--- config.mk ---
export PLATFORM = sky130hd
export DESIGN_NAME = iccm_loader
export DESIGN_NICKNAME = d
export VERILOG_FILES = /design/src/rtl/iccm_loader.sv
export SDC_FILE = /design/constraint.sdc
export NUM_CORES = 1
export LEC_CHECK = 0
export BUFFER_PORTS_ARGS = -buffer_cell sky130_fd_sc_hd__clkbuf_2
export CORE_AREA = 2 2 115 117
export DETAILED_ROUTE_END_ITERATION = 6
export DIE_AREA = 0 0 117 119
export PLACE_DENSITY = 0.79
export SLEW_MARGIN = 20
export SYNTH_ARGS = -nofsm -noshare
export SYNTH_HDL_FRONTEND = slang
export SYNTH_SLANG_ARGS = --single-unit
--- constraint.sdc ---
create_clock -name clk -period 4.5 [get_ports clk]
set_clock_uncertainty 0.05 [all_clocks]
set_input_delay 0 -clock clk [delete_from_list [all_inputs] [get_ports clk]]
set_output_delay 0 -clock clk [all_outputs]
set_load 0.05 [all_outputs]
--- src/rtl/iccm_loader.sv ---
// Boot-time ICCM writer: assembles a little-endian byte stream into 32-bit words,
// writes them sequentially and releases core reset once the image is loaded.
// Optional trailing checksum check enabled by defining ICCM_LOADER_CSUM_EN.
module iccm_loader #(
   parameter int unsigned ICCM_DEPTH_WORDS = 4096,
   parameter logic [31:0] BASE_WORD_ADDR   = 32'd0
) (
   input  logic        clk,
   input  logic        rst_n,
   input  logic        ld_valid,
   input  logic [7:0]  ld_data,
   output logic        ld_ready,
   output logic        iccm_wr_en,
   output logic [31:0] iccm_wr_addr,
   output logic [31:0] iccm_wr_data,
   output logic        core_rst_n,
   output logic        load_done,
   output logic        load_err
);

   typedef enum logic [2:0] {
      S_HDR,
      S_DATA,
`ifdef ICCM_LOADER_CSUM_EN
      S_CSUM,
`endif
      S_DONE,
      S_ERR
   } state_t;

   state_t      state;
   logic [1:0]  byte_cnt;
   logic [23:0] word_buf;
   logic [31:0] len;
   logic [31:0] word_cnt;
`ifdef ICCM_LOADER_CSUM_EN
   logic [31:0] csum_s;
`endif

   logic        accept;
   logic        word_last;
   logic [31:0] full_word;

   // The word is complete on the fourth byte; its top lane comes straight off the bus.
   always_comb begin
      accept    = ld_valid & ld_ready;
      word_last = accept & (byte_cnt == 2'd3);
      full_word = {ld_data, word_buf};
   end

   always_ff @(posedge clk or negedge rst_n) begin
      if (!rst_n) begin
         state        <= S_HDR;
         byte_cnt     <= 2'd0;
         word_buf     <= 24'd0;
         len          <= 32'd0;
         word_cnt     <= 32'd0;
         ld_ready     <= 1'b0;
         iccm_wr_en   <= 1'b0;
         iccm_wr_addr <= 32'd0;
         iccm_wr_data <= 32'd0;
         core_rst_n   <= 1'b0;
         load_done    <= 1'b0;
         load_err     <= 1'b0;
`ifdef ICCM_LOADER_CSUM_EN
         csum_s       <= 32'd0;
`endif
      end else begin
         iccm_wr_en <= 1'b0;
         // Ready tracks the state; transitions into a terminal state override it below.
         ld_ready   <= (state != S_DONE) && (state != S_ERR);

         if (accept) begin
            byte_cnt <= byte_cnt + 2'd1;
            case (byte_cnt)
               2'd0:    word_buf[7:0]   <= ld_data;
               2'd1:    word_buf[15:8]  <= ld_data;
               2'd2:    word_buf[23:16] <= ld_data;
               default: ;
            endcase
         end

         case (state)
            S_HDR: begin
               if (word_last) begin
                  if (full_word == 32'd0 || full_word > ICCM_DEPTH_WORDS) begin
                     state    <= S_ERR;
                     ld_ready <= 1'b0;
                  end else begin
                     len   <= full_word;
                     state <= S_DATA;
                  end
               end
            end
            S_DATA: begin
               if (word_last) begin
                  iccm_wr_en   <= 1'b1;
                  iccm_wr_addr <= BASE_WORD_ADDR + word_cnt;
                  iccm_wr_data <= full_word;
                  word_cnt     <= word_cnt + 32'd1;
`ifdef ICCM_LOADER_CSUM_EN
                  csum_s       <= csum_s + full_word;
                  if (word_cnt == len - 32'd1)
                     state <= S_CSUM;
`else
                  if (word_cnt == len - 32'd1) begin
                     state    <= S_DONE;
                     ld_ready <= 1'b0;
                  end
`endif
               end
            end
`ifdef ICCM_LOADER_CSUM_EN
            S_CSUM: begin
               if (word_last) begin
                  state    <= (full_word == csum_s) ? S_DONE : S_ERR;
                  ld_ready <= 1'b0;
               end
            end
`endif
            S_DONE: begin
               load_done  <= 1'b1;
               core_rst_n <= 1'b1;
            end
            S_ERR: begin
               load_err <= 1'b1;
            end
            default: begin
               state    <= S_ERR;
               ld_ready <= 1'b0;
            end
         endcase
      end
   end

endmodule

# [After elaboration in Yosys (flattened, before gate mapping)]
# Index checks and enable logic that the tools add are counted.
[op_classes] add_sub_neg=3 order_cmp=1 bitwise_logic=4 n_reduce_logical=12 mux=12 eq_ne=12
[op_table] operator="adder 32 x 1 -> 32 bit (second input constant)" count=1
[op_table] operator="equality test 32 bit" count=1
[op_table] operator="> comparator 32 x 13 -> 1 bit (second input constant)" count=1
[op_table] operator="zero test 32 bit" count=1
[op_table] operator="subtractor 32 x 1 -> 32 bit (second input constant)" count=1
[op_table] operator="2-to-1 mux 3 bit" count=3
[op_table] operator="case mux 3 bit (3 select lines)" count=1
[op_table] operator="AND reduction 2 bit" count=4
[op_table] operator="equality test 3 x 2 -> 1 bit (second input constant)" count=2
[op_table] operator="2-to-1 mux 1 bit" count=6
[op_table] operator="inequality test 2 bit (second input constant)" count=3
[op_table] operator="inequality test 3 x 2 -> 1 bit (second input constant)" count=2
[op_table] operator="equality test 2 bit (second input constant)" count=2
[op_table] operator="AND reduction 4 bit" count=1
[op_table] operator="equality test 3 x 1 -> 1 bit (second input constant)" count=1
[op_table] operator="zero test 3 bit" count=1
[op_table] operator="case mux 1 bit (3 select lines)" count=1
[op_table] operator="AND reduction 3 bit" count=1
[op_table] operator="adder 2 x 1 -> 2 bit (second input constant)" count=1
[op_table] operator="bitwise AND 1 bit" count=2
[op_table] operator="equality test 2 x 1 -> 1 bit (second input constant)" count=1
[op_table] operator="zero test 2 bit" count=1
[op_table] operator="2-to-1 mux 2 bit" count=1
[op_table] operator="NOT 1 bit" count=2
[op_table] operator="3 further kinds" count=3
[totals] elab_cells=57 in_bits=11 output_inout_bits=69 register_bits=161

# [Longest topological paths before layout]
# Gate-level depths: netlist (run 1).
[depth] word_depth=5 depth_mapped=11 mapped_depth_nobuf=10

# [Worst setup path before layout (run 1)]
# No wires, ideal clock.
[synth_timing] path_type="reg-to-reg" startpoint="register ld_ready" endpoint="register word_cnt[28]" period_less_slack_ps=2846 slack_ps=1654 stages_incl_launch_ff=10 arrival_time_ps=2671 path_buffers=1 setup_time_ps=125 required_time_ps=4325 path_cell_list="dfrtp_1 clkbuf_1 nand4b_1 or4_1 nand2b_1 nor2_1 nand2_1 nor3_1 nand3_1 xnor2_1"
[synth_via] elab_chain_len=3
[synth_lines] element="start: declaration" line="12" rtl="output logic ld_ready,"
[synth_lines] element="start signal: assignment" line="71" rtl="ld_ready <= (state != S_DONE) && (state != S_ERR);"
[synth_lines] element="bitwise AND 1 bit" line="46" rtl="accept = ld_valid & ld_ready;"
[synth_lines] element="bitwise AND 1 bit" line="47" rtl="word_last = accept & (byte_cnt == 2'd3);"
[synth_lines] element="AND reduction 2 bit (no line)"
[synth_lines] element="end signal: assignment" line="100" rtl="word_cnt <= word_cnt + 32'd1;"
[synth_lines] element="end: declaration" line="35" rtl="logic [31:0] word_cnt;"
# No other way between the ends.
# A chain may end at the register's enable or synchronous reset.

# [Worst setup path in the final report (run 1)]
[layout_timing] startpoint="register len[0]" endpoint="register state[0]"
[layout_via] elab_chain_len=4
[layout_lines] element="start: declaration" line="34" rtl="logic [31:0] len;"
[layout_lines] element="start signal: assignment" line="90" rtl="len <= full_word;"
[layout_lines] element="subtractor 32 x 1 -> 32 bit" line="106" rtl="if (word_cnt == len - 32'd1) begin"
[layout_lines] element="equality test 32 bit" line="106"
[layout_lines] element="inequality test 2 bit (no line)"
[layout_lines] element="AND reduction 4 bit (no line)"
[layout_lines] element="end signal: assignment" line="91" rtl="state <= S_DATA;"
[layout_lines] element="end signal: assignment" line="107" rtl="state <= S_DONE;"
[layout_lines] element="end signal: assignment" line="129" rtl="state <= S_ERR;"
[layout_lines] element="end: declaration" line="31" rtl="state_t state;"
# No other way between the ends.

==> out/results.md, run 1 <==
• 564 mW/mm² — power density cells
• clkbuf_16 — root buffer selected by CTS
• 0 — number of antenna cells inserted
• 0 — final number of hold-violating endpoints
• 28.4 mm — wire length of the first global-routing pass
• 0 — number of buffers added for setup after CTS
• 5559 — DR vias
• 0.0129 mm² — core area
• 160 — number of sinks handled by clock tree synthesis
• done — TritonCTS clock tree
• 6.77% — multiplexer share of the synthesized area
• 4 — H-tree depth
• 963 — fillers
• 26.6% — global router's overall resource usage
• 0.00438 µW — Leak Pwr
• 42 — number of rows created at floorplan
• 53 — Yosys cell types
• 0.897 — weighted congestion reported at the end of routability-driven placement
• 3.64% — share of the synthesized area in compound gates (AO/OA/AOI/OAI)
• 5.58 — vias per std cell
• flop — Setup crit start kind
• flop — crit path capture type
• 0 — antenna violations before repair
• 996 — Final Instance Count excl. Fillers
• 0 — Overflow after GRT
• 80 — number of top-level pins
• 0 ps — Setup Total Neg Slack
• 117 — pin count of the biggest net entering global routing
• 5 — Detailed Routing Iterations Pass 1
• dfrtp_1 — primary flip-flop cell chosen by synthesis mapping
• 0 — number of synthesized flops with an enable pin
• 955 — placed insts
• 420 ps — worst-skew pair later-pin latency
• 728 — gate count after technology mapping
• 5500 — vias in the first global route
• 0.00740 mm² — synthesized cell area
• 0 — count of nets left with antenna violations after detail routing
• 1.01% — Adder-Cell Fraction of Synth Area
• flop to flop — Crit Path Class
• 117 µm — horizontal extent of the die
• 0 — final number of setup-violating endpoints
• 3300 ps — Tmin final
• 0.461 mV — worst vdd rail ir drop
• 0.0139 mm² — area of the die
• 160 — number of synthesized register bits
• dfrtp_1 — cell accounting for the most synthesized area
• finished clean — outcome
• dfrtp_1 (54%), nand2_1 (10%), xnor2_1 (6.3%) — largest cells by area after synthesis
• 119 µm — die extent in y
• 10.2 µm² — mean instance size in the synthesized netlist
• 23.3% — area fraction in and, or, nand and nor cells after synthesis
• 54.1% — area fraction of the dominant cell type after synthesis
• 303 MHz — maximum operating frequency
• 0 — max-slew violation count
• 38.4% — Max-Slew Margin vs Limit
• 54.1% — Seq/Total Area, Yosys
• 350 — Detailed Route Iter0 Violations
• 2 — buffer levels on the longest clock path
• 100% — fraction of registers with async set or reset after synthesis
• 17 — number of buffers created by CTS
• 4750 ps — critical path required time
• 825 — Final nets
• 3550 ps — Data arrival, critical path
• 0 — DRC errors left
• 57.5% — initial core utilization
• 17.1% — area added between synthesis and finish
• no — RSZ-0062 raised after global routing
• 745 — Mapped Nets
• 17.3 mm — post-detailed-routing wire length
• 20.0% — fraction of final layout cells with drive strength greater than 1
• 60 ps — clock-pin slew on the worst setup and hold paths
• 79 — number of buffers added on ports
• 73.3% — Period Utilization, post-route
• 924 ps — pin slew with the least headroom to its limit
• 11.9 mm — placed wire-length estimate
• 8.88% — area share of xor/xnor cells in the synthesized design
• 0 — number of synthesis warnings
• simple AND/OR/NAND/NOR gates — dominant combinational cell family by area after synthesis
• 0 — max-capacitance violation count
• input port to async pin — type of the worst min-delay path
• 17.4 µm — average routed wire per standard cell
• 13 — largest fanout on the critical path
## placed cells by master, fill, tap and decap left out, types with 13 or more instances in the layout
| cell | netlist | routed |
|---|---|---|
| nor4_1 | 20 | 20 |
| nor3_1 | 20 | 20 |
| nand4_1 | 13 | 13 |
| clkbuf_2 | 0 | 78 |
| nor2_1 | 19 | 19 |
| xor2_1 | 22 | 22 |
| nor2b_1 | 24 | 24 |
| mux2_2 | 40 | 40 |
| nand2_1 | 199 | 198 |
| dfrtp_1 | 160 | 160 |
| clkbuf_16 | 0 | 17 |
| xnor2_1 | 53 | 53 |
| nand3_1 | 23 | 23 |
## cells by family after synthesis
| logic type | Yosys count |
|---|---|
| buf+inv | 43 |
| xor+xnor | 75 |
| simple gates | 360 |
| fa+ha+maj | 6 |
| flops | 160 |
| compound gates | 39 |
| mux | 45 |
## power by group
group / switching [µW] / leakage [µW] / internal, µW
clock: 560 / 0.000296 / 956
combinational: 982 / 0.00200 / 376
sequential: 268 / 0.00209 / 1740
total: 1810 / 0.00438 / 3070
## path summary, 6_finish.rpt
path / start / to / slack [ps] / depth (start not counted)
max: len[0] / state[0] / 1200 / 11
min: rst_n / iccm_wr_addr[8] / 210 / 2
max reg2reg: len[0] / state[0] / 1200 / 11
min reg2reg: iccm_wr_addr[30] / iccm_wr_addr[30] / 420 / 2
max in group asynchronous: rst_n / len[6] / 3000 / 3
min in group clk: ld_data[7] / iccm_wr_data[31] / 370 / 4
## repair_timing
item                                   CTS  global route
resized for setup                        0             0
hold buffers                            10             0
endpoints found under the hold margin  150             0
## flip-flops by register name, indices dropped and copies added (netlist names), 2 cells and up
signal,flops
word_buf,24
iccm_wr_addr,32
iccm_wr_data,32
len,32
word_cnt,32
state,2
byte_cnt,2
## worst max-delay path, stage by stage, from the launching register on
cell	delay [ps]
dfrtp_1	420
inv_1	90
ha_1	280
nor4b_1	260
buf_4	180
nand4_1	470
nor3_1	360
xnor2_1	160
nand3_1	90
or4_1	510
nor4_1	250
a21oi_1	60
## cell usage after synthesis, types with 2 or more instances
cell type and count:
nand2_1 199, nor3b_1 3, nand4b_1 2, inv_1 10, o211ai_1 4, and2_1 2
or4_1 6, nor3_1 20, clkbuf_1 31, dfrtp_1 160, o2111ai_1 2, o21ai_0 9
xnor2_1 53, or2_2 2, xor2_1 22, and3_1 8, nand4_1 13, o22ai_1 2
nand3_1 23, mux2_2 40, mux2i_1 5, nand2b_1 5, or4_4 2, o31ai_1 3
a21o_1 2, nor2_1 19, nor4_1 20, o21a_1 2, nand3b_1 2, nor2b_1 24
ha_1 6, and4_1 2, a21oi_1 5
## cell type report
type	instances	area [µm²]	share of cell area, %
clock buffers	22	464	5.36
well taps	176	220	2.54
repair buffers	94	542	6.26
clock inverters	9	158	1.82
multi-input cells	525	3240	37.4
inverters	10	37.5	0.433
flip-flops and latches	160	4000	46.2
## through the flow
stage	utilization (%)	total power (µW)	hold WS, ps	setup WS, ps	cell area [µm²]
after detailed placement	61.6	3370	176	1270	7940
final	67.3	4880	211	1200	8660
after global placement	61.6	3320	158	1360	7940
after CTS	67.2	4910	298	1260	8660
after floorplan	-	2980	-346	1650	7400
after global routing	67.3	5120	326	891	8660
## metal layers
layer	global-route usage, %	share of wire (%)
met5	0	0
met4	9.93	2.2
met2	41.0	48
met3	5.65	4.9
met1	37.1	45
No activity file was read; power rests on OpenSTA's default activity.
==> run 2, diff against run 1 <==
--- a/config.mk
+++ b/config.mk
@@ -6,10 +6,10 @@
 export NUM_CORES = 1
 export LEC_CHECK = 0
 export BUFFER_PORTS_ARGS = -buffer_cell sky130_fd_sc_hd__clkbuf_2
-export CORE_AREA = 2 2 115 117
+export CORE_AREA = 2 2 122 124
 export DETAILED_ROUTE_END_ITERATION = 6
-export DIE_AREA = 0 0 117 119
-export PLACE_DENSITY = 0.79
+export DIE_AREA = 0 0 124 126
+export PLACE_DENSITY = 0.75
 export SLEW_MARGIN = 20
 export SYNTH_ARGS = -nofsm -noshare
 export SYNTH_HDL_FRONTEND = slang
==> constraint.sdc (replaced) <==
create_clock -name clk -period 2.94 [get_ports clk]
set_clock_uncertainty 0.05 [all_clocks]
set_input_delay 0 -clock clk [delete_from_list [all_inputs] [get_ports clk]]
set_output_delay 0 -clock clk [all_outputs]
set_load 0.05 [all_outputs]
==> run 2 against run 1 <==
Against the previous run: count of clock-buffer cells in the layout is 5 lower; design area increased by 2.8%; flip-flop and latch count did not move; routed wire length shrank 3.9%; clock power up 50%; utilization down 5.1 points; critical path depth shrank 1; via count up 0.45%; non-clock buffer count grew 24; sequential share of layout area decreased by 1.3 points; first-iteration DRC count increased by 12%; critical path type unchanged; critical endpoint unchanged; largest cell class unchanged.
==> out/results.md, run 2 (same netlist as run 1, synthesis figures left out) <==
• 126 µm — die extent in y, +5.9%
• 0.929 mV — worst vdd rail ir drop, +100%
• 5.43 — vias per std cell, -2.8%
• 3080 ps — Data arrival, critical path, -470 ps
• 70 ps — clock-pin slew on the worst setup and hold paths, about the same
• 2 — buffer levels on the longest clock path, unchanged
• 1 — worst path buffer plus inverter count, -1
• 35.6% — M2 GR Usage, -5.5 points
• 11.1 mm — placed wire-length estimate, -6.1%
• 62.2% — utilization of the core after routing, -5.1 points
• 0 — DRC errors left, unchanged
• 46.4% — Max-Slew Margin vs Limit, +8.0 points
• flop to flop — Crit Path Class
• 0 — max-slew violation count, unchanged
• 833 mW/mm² — power density cells, +48%
• 0 — count of nets left with antenna violations after detail routing, unchanged
• 430 ps — worst-skew pair later-pin latency, about the same
• 16.7 mm — post-detailed-routing wire length, -3.9%
• 0 — max-capacitance violation count, unchanged
• 17 — number of buffers created by CTS, unchanged
• 391 — Detailed Route Iter0 Violations, +12%
• 849 — Final nets, +2.9%
• 0 — antenna violations before repair, unchanged
• input port to async pin — type of the worst min-delay path
• nor4_2 — Worst path most repeated cell
• 5584 — DR vias, +0.45%
• 356 MHz — maximum operating frequency, +17%
• 4 — largest fanout on the critical path, -9
• 87 — pin count of the biggest net entering global routing, -26%
• finished clean — outcome
• 804 ps — pin slew with the least headroom to its limit, -119 ps
• 41.2% — share of total power in sequential cells, about the same
• 38.0% — switching part of the total power, +0.90 points
• 0 — final number of setup-violating endpoints, unchanged
• 79 — number of buffers added on ports, unchanged
• 0 — final number of hold-violating endpoints, unchanged
• 80 — number of top-level pins, unchanged
• 4 — H-tree depth, unchanged
• 30.7% — Clk pwr share, -0.3 points
• 650 ps — delay of the slowest cell on the worst path, +140 ps
• 7420 µW — final total power, +52%
• 95.6% — Period Utilization, post-route, +22 points
• 0 ps — Setup Total Neg Slack, unchanged
• 5.53% — met3 Use GR, -0.12 points
• 23.6% — fraction of final layout cells with drive strength greater than 1, +3.6 points
• 51.7% — initial core utilization, -5.8 points
• 0 — Overflow after GRT, unchanged
• 0.0156 mm² — area of the die, +12%
• done — TritonCTS clock tree
• 5427 — vias in the first global route, -1.3%
• 31.7% — met1 track utilization from global routing, -5.4 points
• 3210 ps — critical path required time, -1540 ps
• 44 — number of rows created at floorplan, +4.8%
• or4b_2 — Max stage delay cell, worst path
• inv_1, ha_1, or4b_2, o21a_1, nor4_2, nand4_1, nor4_2, nand4_1, nor4_2, a21oi_1 — cells traversed along the worst timing path
• simple AND/OR/NAND/NOR gates — Crit path max-delay family
• 16.2 µm — average routed wire per standard cell, -7.0%
• 0.897 — weighted congestion reported at the end of routability-driven placement, about the same
• 0 — number of antenna cells inserted, unchanged
• 2820 µW — NetSw, +56%
• clkbuf_16 — root buffer selected by CTS
• 27.7 mm — wire length of the first global-routing pass, -2.5%
• 4600 µW — internal power, +50%
• nand2_1 — commonest non-fill, non-tap cell in the layout
• met2 — grt peak-use layer
• flop — Setup crit start kind
• nand2_1 (198), dfrtp_1 (160), clkbuf_2 (78) — commonest cells after routing, fill and taps aside
• 2810 ps — Tmin final, -485 ps
• flop — crit path capture type
• 0.0143 mm² — core area, +11%
• 0.00452 µW — Leak Pwr, +3.2%
• 10 — logic depth of the worst path, buffers included, -1
• 28.1% — Comb power frac, +0.3 points
• 5 — Detailed Routing Iterations Pass 1, unchanged
• 22.9% — global router's overall resource usage, -3.7 points
• 130 ps — setup slack on the worst flop-to-flop path, -1080 ps
• 160 — number of sinks handled by clock tree synthesis, unchanged
• 20.3% — area added between synthesis and finish
• 124 µm — horizontal extent of the die, +6.0%
• 10 — worst r2r path cells, -1
==> run 2: cell types whose count changed in the layout (fill, tap and decap cells not counted), moves of 3 or more <==
cell,change
nor4_2,+5
clkbuf_8,-3
clkbuf_1,-3
nor4_1,-5
buf_4,+22
inv_6,+3
==> run 2: cell type report <==
| type | instances | area (µm²) |
|---|---|---|
| Clock inverter | 15 | 185 |
| Multi-Input combinational cell | 525 | 3280 |
| Clock buffer | 17 | 425 |
| Sequential cell | 160 | 4000 |
| Inverter | 10 | 37.5 |
| Timing Repair Buffer | 118 | 744 |
| Tap cell | 184 | 230 |
| Fill cell | 1187 | 5410 |
==> run 2: worst register-to-register path: cells and delay by family (launching register included) <==
family / cells / cell delay [ps]
flip-flops: 1 / 420
buffers and inverters: 1 / 100
adder cells (fa/ha/maj): 1 / 180
AND/OR/NAND/NOR: 6 / 1670
AO/OA/AOI/OAI: 2 / 280
==> run 2: routing by layer <==
metal  part of all wire [%]  up-vias  routed length [µm]
met5                      0        -                   0
met4                    1.7        0                 283
met3                    5.2       24                 860
met2                     48      149                8030
met1                     45     2743                7480
li1                       -     2668                   -
==> run 2: final timing paths <==
| check | from | end |
|---|---|---|
| min in group clk | ld_data[4] | iccm_wr_data[28] |
| setup / recovery | len[0] | state[0] |
| hold reg to reg | iccm_wr_addr[16] | iccm_wr_addr[16] |
| setup reg to reg | len[0] | state[0] |
| max in group asynchronous | rst_n | word_buf[15] |
| hold / removal | rst_n | iccm_wr_addr[8] |
==> run 2: power groups by stage <==
stage               registers, µW  logic, µW  clock network (µW)
global route                 3110       2250                2420
floorplan                    3800        759                   0
global placement             3070       2040                   0
detailed placement           3070       2090                   0
finish                       3050       2080                2280
CTS                          3050       2100                2310
==> run 2: repair_timing <==
| item | in CTS | in global routing |
|---|---|---|
| resized for setup | 0 | 7 |
| hold buffers | 10 | 0 |
| endpoints found under the hold margin | 118 | 0 |
| setup endpoints to repair | 0 | 4 |
| buffers inserted | 0 | 2 |
==> run 2: metrics by stage <==
stage          hold WS, ps  std cells  area, µm²  setup slack, ps
5_1_grt                211       1029       8900            -14.4
4_1_cts                185       1027       8850             74.2
6_report               130       1029       8900              128
2_1_floorplan         -346        728       7400             93.8
3_3_place_gp          72.2        985       8140              139
3_5_place_dp          76.2        985       8140             95.3
==> run 3, diff against run 2 <==
--- a/config.mk
+++ b/config.mk
@@ -6,10 +6,10 @@
 export NUM_CORES = 1
 export LEC_CHECK = 0
 export BUFFER_PORTS_ARGS = -buffer_cell sky130_fd_sc_hd__clkbuf_2
-export CORE_AREA = 2 2 122 124
+export CORE_AREA = 2 2 161 163
 export DETAILED_ROUTE_END_ITERATION = 6
-export DIE_AREA = 0 0 124 126
-export PLACE_DENSITY = 0.75
+export DIE_AREA = 0 0 163 165
+export PLACE_DENSITY = 0.47
 export SLEW_MARGIN = 20
 export SYNTH_ARGS = -nofsm -noshare
 export SYNTH_HDL_FRONTEND = slang
==> run 3 against run 2 <==
Against the previous run: sequential power hardly changed; worst setup slack worse by 29 ps; routed wire length rose by 11%; largest power group unchanged; power is 0.54% higher; via count is 2.4% lower.
==> out/results.md, run 3 (same netlist as run 1, synthesis figures left out) <==
• 24.1% — fraction of final layout cells with drive strength greater than 1, +0.51 points
• 163 µm — horizontal extent of the die, +31%
• 9.42 mm — routed length on met1, +26%
• 5449 — DR vias, -2.4%
• 814 mW/mm² — power density cells, -2.3%
• 8.25 mm — detailed route wirelength on metal2, +2.8%
• 70 ps — clock-pin slew on the worst setup and hold paths, about the same
• 2 — buffer levels on the longest clock path, unchanged
• nand2_1 (198), dfrtp_1 (160), clkbuf_2 (78) — commonest cells after routing, fill and taps aside
• 12.8 mm — placed wire-length estimate, +15%
• 18.5 mm — post-detailed-routing wire length, +11%
• done — TritonCTS clock tree
• 79 — number of buffers added on ports, unchanged
• simple AND/OR/NAND/NOR gates — Crit path max-delay family
• 5555 — vias in the first global route, +2.4%
• 14.6% — global router's overall resource usage, -8.3 points
• 352 MHz — maximum operating frequency, -1.0%
• 0 — DRC errors left, unchanged
• 0 — final number of setup-violating endpoints, unchanged
• 0 — final number of hold-violating endpoints, unchanged
• nand2_1 — commonest non-fill, non-tap cell in the layout
• 17 — number of buffers created by CTS, unchanged
• met4 — Top Metal Used
• 0 ps — Setup Total Neg Slack, unchanged
• input port to async pin — type of the worst min-delay path
• 3110 ps — Data arrival, critical path, +30 ps
• 430 ps — worst-skew pair later-pin latency, about the same
• 15.6 µm — average routed wire per standard cell, -3.4%
• flop — Setup crit start kind
• 165 µm — die extent in y, +31%
• 36.6% — utilization of the core after routing, -26 points
• 0.00457 µW — Leak Pwr, +1.1%
• 0 — count of nets left with antenna violations after detail routing, unchanged
• 160 — number of sinks handled by clock tree synthesis, unchanged
• 80 — number of top-level pins, unchanged
• 550 ps — delay of the slowest cell on the worst path, -100 ps
• or4_4 — Max stage delay cell, worst path
• 29.5% — initial core utilization, -22 points
• 4 — largest fanout on the critical path, unchanged
• 0 — max-capacitance violation count, unchanged
• 0.0269 mm² — area of the die, +72%
• 4.61 — vias per std cell, -15%
• finished clean — outcome
• 0 — worst path buffer plus inverter count, -1
• 50.2% — Max-Slew Margin vs Limit, +3.8 points
• flop — crit path capture type
• 30.4 mm — wire length of the first global-routing pass, +9.9%
• 4 — H-tree depth, unchanged
• 338 — Detailed Route Iter0 Violations, -14%
• flop to flop — Crit Path Class
• 684 µm — Met3 Routed Length, -20%
• 0 — Overflow after GRT, unchanged
• 70 — pin count of the biggest net entering global routing, -20%
• 23.8% — area added between synthesis and finish
• clkbuf_16 — root buffer selected by CTS
• 0 — number of antenna cells inserted, unchanged
• 2840 ps — Tmin final, +29.1 ps
• 0 — antenna violations before repair, unchanged
• 0.586 mV — worst vdd rail ir drop, -37%
• 3210 ps — critical path required time, about the same
• 856 — Final nets, +0.82%
• or4_4, or3b_4, or4_4, mux2i_1, mux2i_1, a21oi_2, nor3_1, a211o_1 — cells traversed along the worst timing path
• 0.0250 mm² — core area, +75%
• no — RSZ-0062 raised after global routing
• 0 — max-slew violation count, unchanged
• 58 — number of rows created at floorplan, +32%
• 96.6% — Period Utilization, post-route, +0.99 points
• 748 ps — pin slew with the least headroom to its limit, -56.9 ps
• 0.807 — weighted congestion reported at the end of routability-driven placement, -10%
• 4 — Detailed Routing Iterations Pass 1, -1
==> run 3: final cells by class <==
cell class,instances,area [µm²]
multi-input cells,525,3280
repair buffers,125,797
clock inverters,14,186
well taps,330,413
fillers,2522,15900
flip-flops and latches,160,4000
clock buffers,18,439
inverters,10,37.5
==> run 3: worst register-to-register path: stages (launching register included) <==
cell,delay (ps)
dfrtp_1,380
or4_4,550
or3b_4,440
or4_4,460
mux2i_1,160
mux2i_1,110
a21oi_2,180
nor3_1,80
a211o_1,310
==> run 3: metrics by stage <==
stage          setup slack (ps)  cells  instance area [µm²]  hold slack (ps)  total power, µW
2_1_floorplan              93.8    728                 7400             -346             4560
3_3_place_gp                116   1139                 8380             12.6             5200
3_5_place_dp               87.4   1139                 8380             15.0             5220
4_1_cts                    58.3   1181                 9100              124             7590
5_1_grt                    10.3   1182                 9160              133             7890
6_report                   99.2   1182                 9160              106             7460
==> run 3: routing by layer <==
layer  up-vias  track usage (%)
met4         0             3.46
met3         4             3.84
li1       2686                -
met1      2671             20.4
met2        88             22.5
met5         -                0
==> run 3: report_power, final <==
group | total [µW] | leakage [µW] | switching (µW) | internal, µW
clock network | 2300 | 0.000306 | 1040 | 1260
registers | 3060 | 0.00209 | 404 | 2660
logic | 2090 | 0.00218 | 1500 | 596
total | 7460 | 0.00457 | 2950 | 4510
==> run 3: path summary, 6_finish.rpt <==
kind                            startpoint                to  slack, ps  cells after the start
max in group asynchronous            rst_n      word_buf[10]       1970                      3
worst min-delay path                 rst_n   iccm_wr_addr[5]        110                      2
worst max register to register     len[20]          state[1]        100                      8
worst max-delay path               len[20]          state[1]        100                      8
min in group clk                ld_data[4]  iccm_wr_data[28]        360                      4
worst min register to register    load_err          load_err        420                      1
==> run 3: timing repair <==
action	in CTS	in global routing
buffers inserted	0	1
endpoints found under the setup margin	0	3
hold buffers	10	0
gates resized for setup	0	8
endpoints found under the hold margin	100	0
